<file path="src/rtl/cport_host.sv">
// Cport host initiator: moves one 16-bit word as four nibbles (LSN first) over the Cport link.
// Optional handshake timeout with automatic link reset: define CPORT_HOST_TIMEOUT_EN.
module cport_host #(
  parameter int SETUP_CYCLES   = 2,
  parameter int RESET_CYCLES   = 16,
  parameter int TIMEOUT_CYCLES = 1024
) (
  input  logic        Clk,
  input  logic        Reset,
  input  logic        Start,
  input  logic        Dir,
  input  logic [15:0] WrData,
  input  logic        ResetReq,
  output logic [15:0] RdData,
  output logic        Busy,
  output logic        Done,
  output logic        Error,
  output logic [3:0]  CPDataOut,
  input  logic [3:0]  CPDataIn,
  output logic        CPDataOe,
  input  logic        CPReady,
  output logic        CPReset,
  output logic        CPDir,
  output logic        CPStrobe
);

  typedef enum logic [2:0] {
    S_IDLE     = 3'd0,
    S_LRST     = 3'd1,
    S_WAIT_RDY = 3'd2,
    S_SETUP    = 3'd3,
    S_STROBE   = 3'd4,
    S_RELEASE  = 3'd5,
    S_DONE     = 3'd6
  } state_t;

  localparam logic [7:0] SETUP_LAST = 8'(SETUP_CYCLES - 1);
  localparam logic [7:0] RESET_LAST = 8'(RESET_CYCLES - 1);

  if (SETUP_CYCLES < 1 || SETUP_CYCLES > 15 || RESET_CYCLES < 1 || RESET_CYCLES > 255 ||
      TIMEOUT_CYCLES < 2 || TIMEOUT_CYCLES > 65535) begin : g_bad_param
    $error("cport_host: parameter out of range");
  end

  state_t      state_q, state_d;
  logic        rdy_meta_q, rdy_q;
  logic [3:0]  din_meta_q, din_q;
  logic        dir_q, dir_d;
  logic [15:0] wdata_q, wdata_d;
  logic [1:0]  idx_q, idx_d;
  logic [7:0]  cnt_q, cnt_d;
  logic [15:0] shadow_q, shadow_d;
  logic [15:0] rd_data_q, rd_data_d;
  logic        busy_q, busy_d;
  logic        done_q, done_d;
  logic        error_q, error_d;
  logic [3:0]  cp_data_out_q, cp_data_out_d;
  logic        cp_data_oe_q, cp_data_oe_d;
  logic        cp_reset_q, cp_reset_d;
  logic        cp_dir_q, cp_dir_d;
  logic        cp_strobe_q, cp_strobe_d;
  logic        timeout_s;
  logic        xfer_s;

`ifdef CPORT_HOST_TIMEOUT_EN
  localparam logic [15:0] TMO_LAST = 16'(TIMEOUT_CYCLES - 1);
  logic [15:0] tmo_q, tmo_d;
  logic        wait_state_s;
`endif

  // Two-flop synchronizer for the device-driven ready and data pins.
  always_ff @(posedge Clk or posedge Reset) begin
    if (Reset) begin
      rdy_meta_q <= 1'b0;
      rdy_q      <= 1'b0;
      din_meta_q <= 4'd0;
      din_q      <= 4'd0;
    end else begin
      rdy_meta_q <= CPReady;
      rdy_q      <= rdy_meta_q;
      din_meta_q <= CPDataIn;
      din_q      <= din_meta_q;
    end
  end

  // State, datapath and registered-output flops.
  always_ff @(posedge Clk or posedge Reset) begin
    if (Reset) begin
      state_q       <= S_IDLE;
      dir_q         <= 1'b0;
      wdata_q       <= 16'd0;
      idx_q         <= 2'd0;
      cnt_q         <= 8'd0;
      shadow_q      <= 16'd0;
      rd_data_q     <= 16'd0;
      busy_q        <= 1'b0;
      done_q        <= 1'b0;
      error_q       <= 1'b0;
      cp_data_out_q <= 4'd0;
      cp_data_oe_q  <= 1'b0;
      cp_reset_q    <= 1'b0;
      cp_dir_q      <= 1'b0;
      cp_strobe_q   <= 1'b0;
`ifdef CPORT_HOST_TIMEOUT_EN
      tmo_q         <= 16'd0;
`endif
    end else begin
      state_q       <= state_d;
      dir_q         <= dir_d;
      wdata_q       <= wdata_d;
      idx_q         <= idx_d;
      cnt_q         <= cnt_d;
      shadow_q      <= shadow_d;
      rd_data_q     <= rd_data_d;
      busy_q        <= busy_d;
      done_q        <= done_d;
      error_q       <= error_d;
      cp_data_out_q <= cp_data_out_d;
      cp_data_oe_q  <= cp_data_oe_d;
      cp_reset_q    <= cp_reset_d;
      cp_dir_q      <= cp_dir_d;
      cp_strobe_q   <= cp_strobe_d;
`ifdef CPORT_HOST_TIMEOUT_EN
      tmo_q         <= tmo_d;
`endif
    end
  end

  // Next-state logic; SETUP also waits for rdy so the strobe never rises against a busy device.
  always_comb begin
    state_d   = state_q;
    timeout_s = 1'b0;
    case (state_q)
      S_IDLE: begin
        if (ResetReq) begin
          state_d = S_LRST;
        end else if (Start) begin
          state_d = S_WAIT_RDY;
        end else begin
          state_d = S_IDLE;
        end
      end
      S_LRST: begin
        if (cnt_q == RESET_LAST) begin
          state_d = S_IDLE;
        end else begin
          state_d = S_LRST;
        end
      end
      S_WAIT_RDY: begin
        if (rdy_q) begin
          state_d = S_SETUP;
        end else begin
          state_d = S_WAIT_RDY;
        end
      end
      S_SETUP: begin
        if (cnt_q == SETUP_LAST && rdy_q) begin
          state_d = S_STROBE;
        end else begin
          state_d = S_SETUP;
        end
      end
      S_STROBE: begin
        if (!rdy_q) begin
          state_d = S_RELEASE;
        end else begin
          state_d = S_STROBE;
        end
      end
      S_RELEASE: begin
        if (!rdy_q) begin
          state_d = S_RELEASE;
        end else if (idx_q == 2'd3) begin
          state_d = S_DONE;
        end else begin
          state_d = S_SETUP;
        end
      end
      S_DONE:  state_d = S_IDLE;
      default: state_d = S_IDLE;
    endcase
`ifdef CPORT_HOST_TIMEOUT_EN
    wait_state_s = (state_q == S_WAIT_RDY) || (state_q == S_STROBE) || (state_q == S_RELEASE);
    if (wait_state_s && state_d == state_q && tmo_q == TMO_LAST) begin
      state_d   = S_LRST;
      timeout_s = 1'b1;
    end else begin
      timeout_s = 1'b0;
    end
`endif
  end

  // Datapath: request capture, cycle counters, nibble index and read shadow.
  always_comb begin
    dir_d    = dir_q;
    wdata_d  = wdata_q;
    idx_d    = idx_q;
    shadow_d = shadow_q;
    if (state_q == S_IDLE && state_d == S_WAIT_RDY) begin
      dir_d   = Dir;
      wdata_d = WrData;
      idx_d   = 2'd0;
    end else if (state_q == S_RELEASE && state_d == S_SETUP) begin
      idx_d = idx_q + 2'd1;
    end else begin
      idx_d = idx_q;
    end
    // cnt saturates in SETUP so a late rdy does not wrap the setup count.
    if (state_d != state_q) begin
      cnt_d = 8'd0;
    end else if (state_q == S_LRST || (state_q == S_SETUP && cnt_q != SETUP_LAST)) begin
      cnt_d = cnt_q + 8'd1;
    end else begin
      cnt_d = cnt_q;
    end
    if (state_q == S_STROBE && !rdy_q && !dir_q) begin
      shadow_d[{idx_q, 2'b00} +: 4] = din_q;
    end else begin
      shadow_d = shadow_q;
    end
`ifdef CPORT_HOST_TIMEOUT_EN
    if (state_d != state_q) begin
      tmo_d = 16'd0;
    end else if (wait_state_s) begin
      tmo_d = tmo_q + 16'd1;
    end else begin
      tmo_d = tmo_q;
    end
`endif
  end

  // Output decode from the next state so every pin comes straight from a flop.
  always_comb begin
    xfer_s      = (state_d == S_SETUP) || (state_d == S_STROBE) || (state_d == S_RELEASE);
    busy_d      = (state_d != S_IDLE);
    done_d      = (state_d == S_DONE);
    error_d     = timeout_s;
    cp_reset_d  = (state_d == S_LRST);
    cp_strobe_d = (state_d == S_STROBE);
    if (xfer_s) begin
      cp_dir_d     = dir_q;
      cp_data_oe_d = dir_q;
    end else begin
      cp_dir_d     = 1'b0;
      cp_data_oe_d = 1'b0;
    end
    if (xfer_s && dir_q) begin
      cp_data_out_d = wdata_q[{idx_d, 2'b00} +: 4];
    end else begin
      cp_data_out_d = 4'd0;
    end
    if (state_d == S_DONE && state_q != S_DONE && !dir_q) begin
      rd_data_d = shadow_d;
    end else begin
      rd_data_d = rd_data_q;
    end
  end

  assign RdData    = rd_data_q;
  assign Busy      = busy_q;
  assign Done      = done_q;
  assign Error     = error_q;
  assign CPDataOut = cp_data_out_q;
  assign CPDataOe  = cp_data_oe_q;
  assign CPReset   = cp_reset_q;
  assign CPDir     = cp_dir_q;
  assign CPStrobe  = cp_strobe_q;

endmodule

</file>
<file path="config.mk">
export PLATFORM = sky130hd
export DESIGN_NAME = cport_host
export DESIGN_NICKNAME = d
export VERILOG_FILES = /design/src/rtl/cport_host.sv
export SDC_FILE = /design/constraint.sdc
export NUM_CORES = 1
export LEC_CHECK = 0
export CAP_MARGIN = 20
export CORE_MARGIN = 3
export CORE_UTILIZATION = 49
export DETAILED_ROUTE_END_ITERATION = 7
export GPL_ROUTABILITY_DRIVEN = 0
export PLACE_DENSITY = 0.76
export SLEW_MARGIN = 20
export SYNTH_ARGS = -nofsm -noshare
export SYNTH_HDL_FRONTEND = slang
export SYNTH_SLANG_ARGS = --single-unit
</file>
<file path="constraint.sdc">
create_clock -name Clk -period 2.8 [get_ports Clk]
set_input_delay 0.56 -clock Clk [delete_from_list [all_inputs] [get_ports Clk]]
set_output_delay 0.56 -clock Clk [all_outputs]
set_load 0.005 [all_outputs]
</file>
==> results.json <==
{
  "setup_violations": 0,
  "hpwl_mm": 5.051,
  "synth_area_um2": 3570,
  "hold_buffers": 0,
  "crit_fanout": 9,
  "synth_common_cells": "93 x nand2_1, 81 x dfrtp_1, 25 x nor2_1",
  "syn_area_per_cell_um2": 10.14,
  "tightest_slew_ns": 0.5960,
  "clock-root-buffer": "clkbuf_8",
  "ant_nets": 0,
  "maxSlewViolCount": 0,
  "period_needed_ns": 2.195,
  "slew_headroom": 0.6021,
  "htree_levels": 3,
  "finalInstanceArea_um2": 4350,
  "synth_cells": 352,
  "ys_types": 55,
  "critPathKind": "register to register",
  "die_w_um": 91.35,
  "max_freq_mhz": 455.5,
  "grt_setup_unrepaired": "no",
  "io_buffers": 51,
  "p_leak_nw": 2.014,
  "grt_pass1_wl_mm": 12.10,
  "grt_usage": 0.1841,
  "post-route-drc-count": 0,
  "drtIter0Drc": 116,
  "finalNonFillerCells": 506,
  "arrival_ns": 2.47,
  "synthArstFlopShare": 1.000,
  "ys_seq_area_frac": 0.5678,
  "synth_most_common_cell": "nand2_1",
  "grt_max_degree": 33,
  "routed_wl_mm": 6.975,
  "drive_above_1_share": 0.07805,
  "start_util": 0.5141,
  "crit_path_end_kind": "register",
  "layout_setup_ws_ns": 0.6046,
  "fill_cells": 554,
  "start_kind": "register",
  "maxCapViolCount": 0,
  "die-height_um": 91.35,
  "placed_area_um2": 4188,
  "ys_warn_count": 0,
  "syn_nets": 386,
  "hold_class": "register to register",
  "clk_transition_reported_paths_ns": 0.08,
  "area_growth_pct": 21.87,
  "vias": 2668,
  "die_area_um2": 8345,
  "timing.setup.tns_ns": 0,
  "coreArea_um2": 6944,
  "fin_crit_sh": 0.7841,
  "clock_path_buffers": 2,
  "synth-seq-cells": 81,
  "nets": 441,
  "placed_cells": 492,
  "synth_area_leader_cell": "dfrtp_1",
  "gr-total-overflow": 0,
  "cts_resized": 0,
  "peakVddDrop_mv": 0.4118,
  "routed_via_density": 5.273,
  "slowest_delay_ns": 0.50,
  "p_total_mw": 3.910,
  "numCtsBuffers": 9,
  "hold_viol": 0,
  "cts_tree": "yes",
  "synth_area_leaders": "dfrtp_1 57%, nand2_1 9.8%, nand4_1 3.2%, a31oi_1 3.0%, ha_1 2.8%",
  "antenna_found_initial": 0,
  "clk_latency_ns": 0.36,
  "first_pass_iters": 4,
  "num_rows": 30,
  "synth-main-ff-cell": "dfrtp_1",
  "wl_per_cell_um": 13.78,
  "required_ns": 3.08,
  "pin_count": 53,
  "antennaDiodeCount": 0,
  "whs_ns": 0.3471,
  "p_per_area_nw_per_um2": 898.8,
  "r2r_setup_slack_ns": 0.60,
  "synth_top_area_frac": 0.5678,
  "grt_pass1_vias": 2673,
  "cp_cell_sequence": "inv_1 > ha_1 > nor2_1 > mux2i_1 > and3_1 > o21ai_0 > a21oi_1",
  "post_cts_buffers": 0,
  "clkSinkCount": 81,
  "outcome": "finished clean",
  "fin_util": 0.6265,
  "cpMaxStageDelayCell": "dfrtp_1",
  "synth-edff-count": 0,
  "finClkSkew_ns": 0.01160,
  "place_ws_ns": 0.4245
}
==> per-layer routing <==
| metal | vias to the layer above | share of wire | track usage |
|---|---|---|---|
| met1 | 1283 | 0.45 | 0.2294 |
| met2 | 50 | 0.48 | 0.2912 |
| met5 | - | 0 | 0 |
| met4 | 0 | 0.022 | 0.09296 |
| li1 | 1324 | - | - |
| met3 | 11 | 0.049 | 0.05468 |
==> state kept, by name (all words and copies together), names as in the netlist, 2 cells and up <==
| signal | count |
|---|---|
| CPDataOut | 4 |
| RdData | 16 |
| cnt_q | 8 |
| din_meta_q | 4 |
| din_q | 4 |
| idx_q | 2 |
| shadow_q | 16 |
| state_q | 3 |
| wdata_q | 16 |
==> where the power goes <==
| part | leakage [nW] | internal (mW) | switching (mW) |
|---|---|---|---|
| Sequential | 1.01 | 1.50 | 0.252 |
| Combinational | 0.925 | 0.720 | 0.694 |
| Clock | 0.0826 | 0.362 | 0.382 |
==> area by class of cell <==
| class | count | area [µm²] | share of cell area |
|---|---|---|---|
| flip-flops and latches | 81 | 2027 | 0.4659 |
| multi-input cells | 247 | 1424 | 0.3273 |
| repair buffers | 59 | 583.1 | 0.1340 |
| clock buffers | 14 | 162.7 | 0.03739 |
| well taps | 96 | 120.1 | 0.02761 |
| inverters | 9 | 33.78 | 0.007765 |
==> placed cells by master, fill, tap and decap left out, types with 2 or more instances in the layout <==
master,instances
a21boi_0,4
a21oi_1,7
a31oi_1,17
a32oi_1,4
and2_1,4
and3_1,7
and4b_1,2
buf_4,7
clkbuf_1,3
clkbuf_8,11
clkdlybuf4s50_1,51
dfrtp_1,81
ha_1,8
inv_1,7
inv_2,2
nand2_1,93
nand3_1,3
nand3b_1,2
nand4_1,18
nand4b_1,2
nor2_1,25
nor2b_1,2
nor3_1,2
nor3b_1,5
o21ai_0,7
or3_1,2
xnor2_1,4
xor2_1,3
==> critical path, delay by kind of cell (launching register included) <==
| kind | cells | cell delay, ns |
|---|---|---|
| flops | 1 | 0.50 |
| simple gates | 2 | 0.33 |
| buf+inv | 1 | 0.20 |
| compound gates | 2 | 0.25 |
| fa+ha+maj | 1 | 0.41 |
| mux | 1 | 0.43 |
==> path summary, 6_finish.rpt <==
check	start	end	depth (start not counted)
setup / recovery	idx_q[0]	CPDataOut[1]	7
hold / removal	rdy_meta_q	rdy_q	0
setup reg to reg	idx_q[0]	CPDataOut[1]	7
hold reg to reg	rdy_meta_q	rdy_q	0
max in group asynchronous	Reset	CPDataOut[2]	3
min in group asynchronous	Reset	RdData[14]	2
==> cells by family (layout without fill, tap and decap cells) <==
logic type / Yosys count / after routing / synth area share
buffers and inverters: 24 / 82 / 0.03505
flip-flops: 81 / 81 / 0.5678
multiplexers: 1 / 1 / 0.002804
adder cells (fa/ha/maj): 8 / 8 / 0.02804
other: 1 / 1 / 0.001051
AO/OA/AOI/OAI: 52 / 52 / 0.1055
AND/OR/NAND/NOR: 178 / 178 / 0.2426
XOR/XNOR: 7 / 7 / 0.01718
Note: power is estimated with default switching activity, not from simulation.
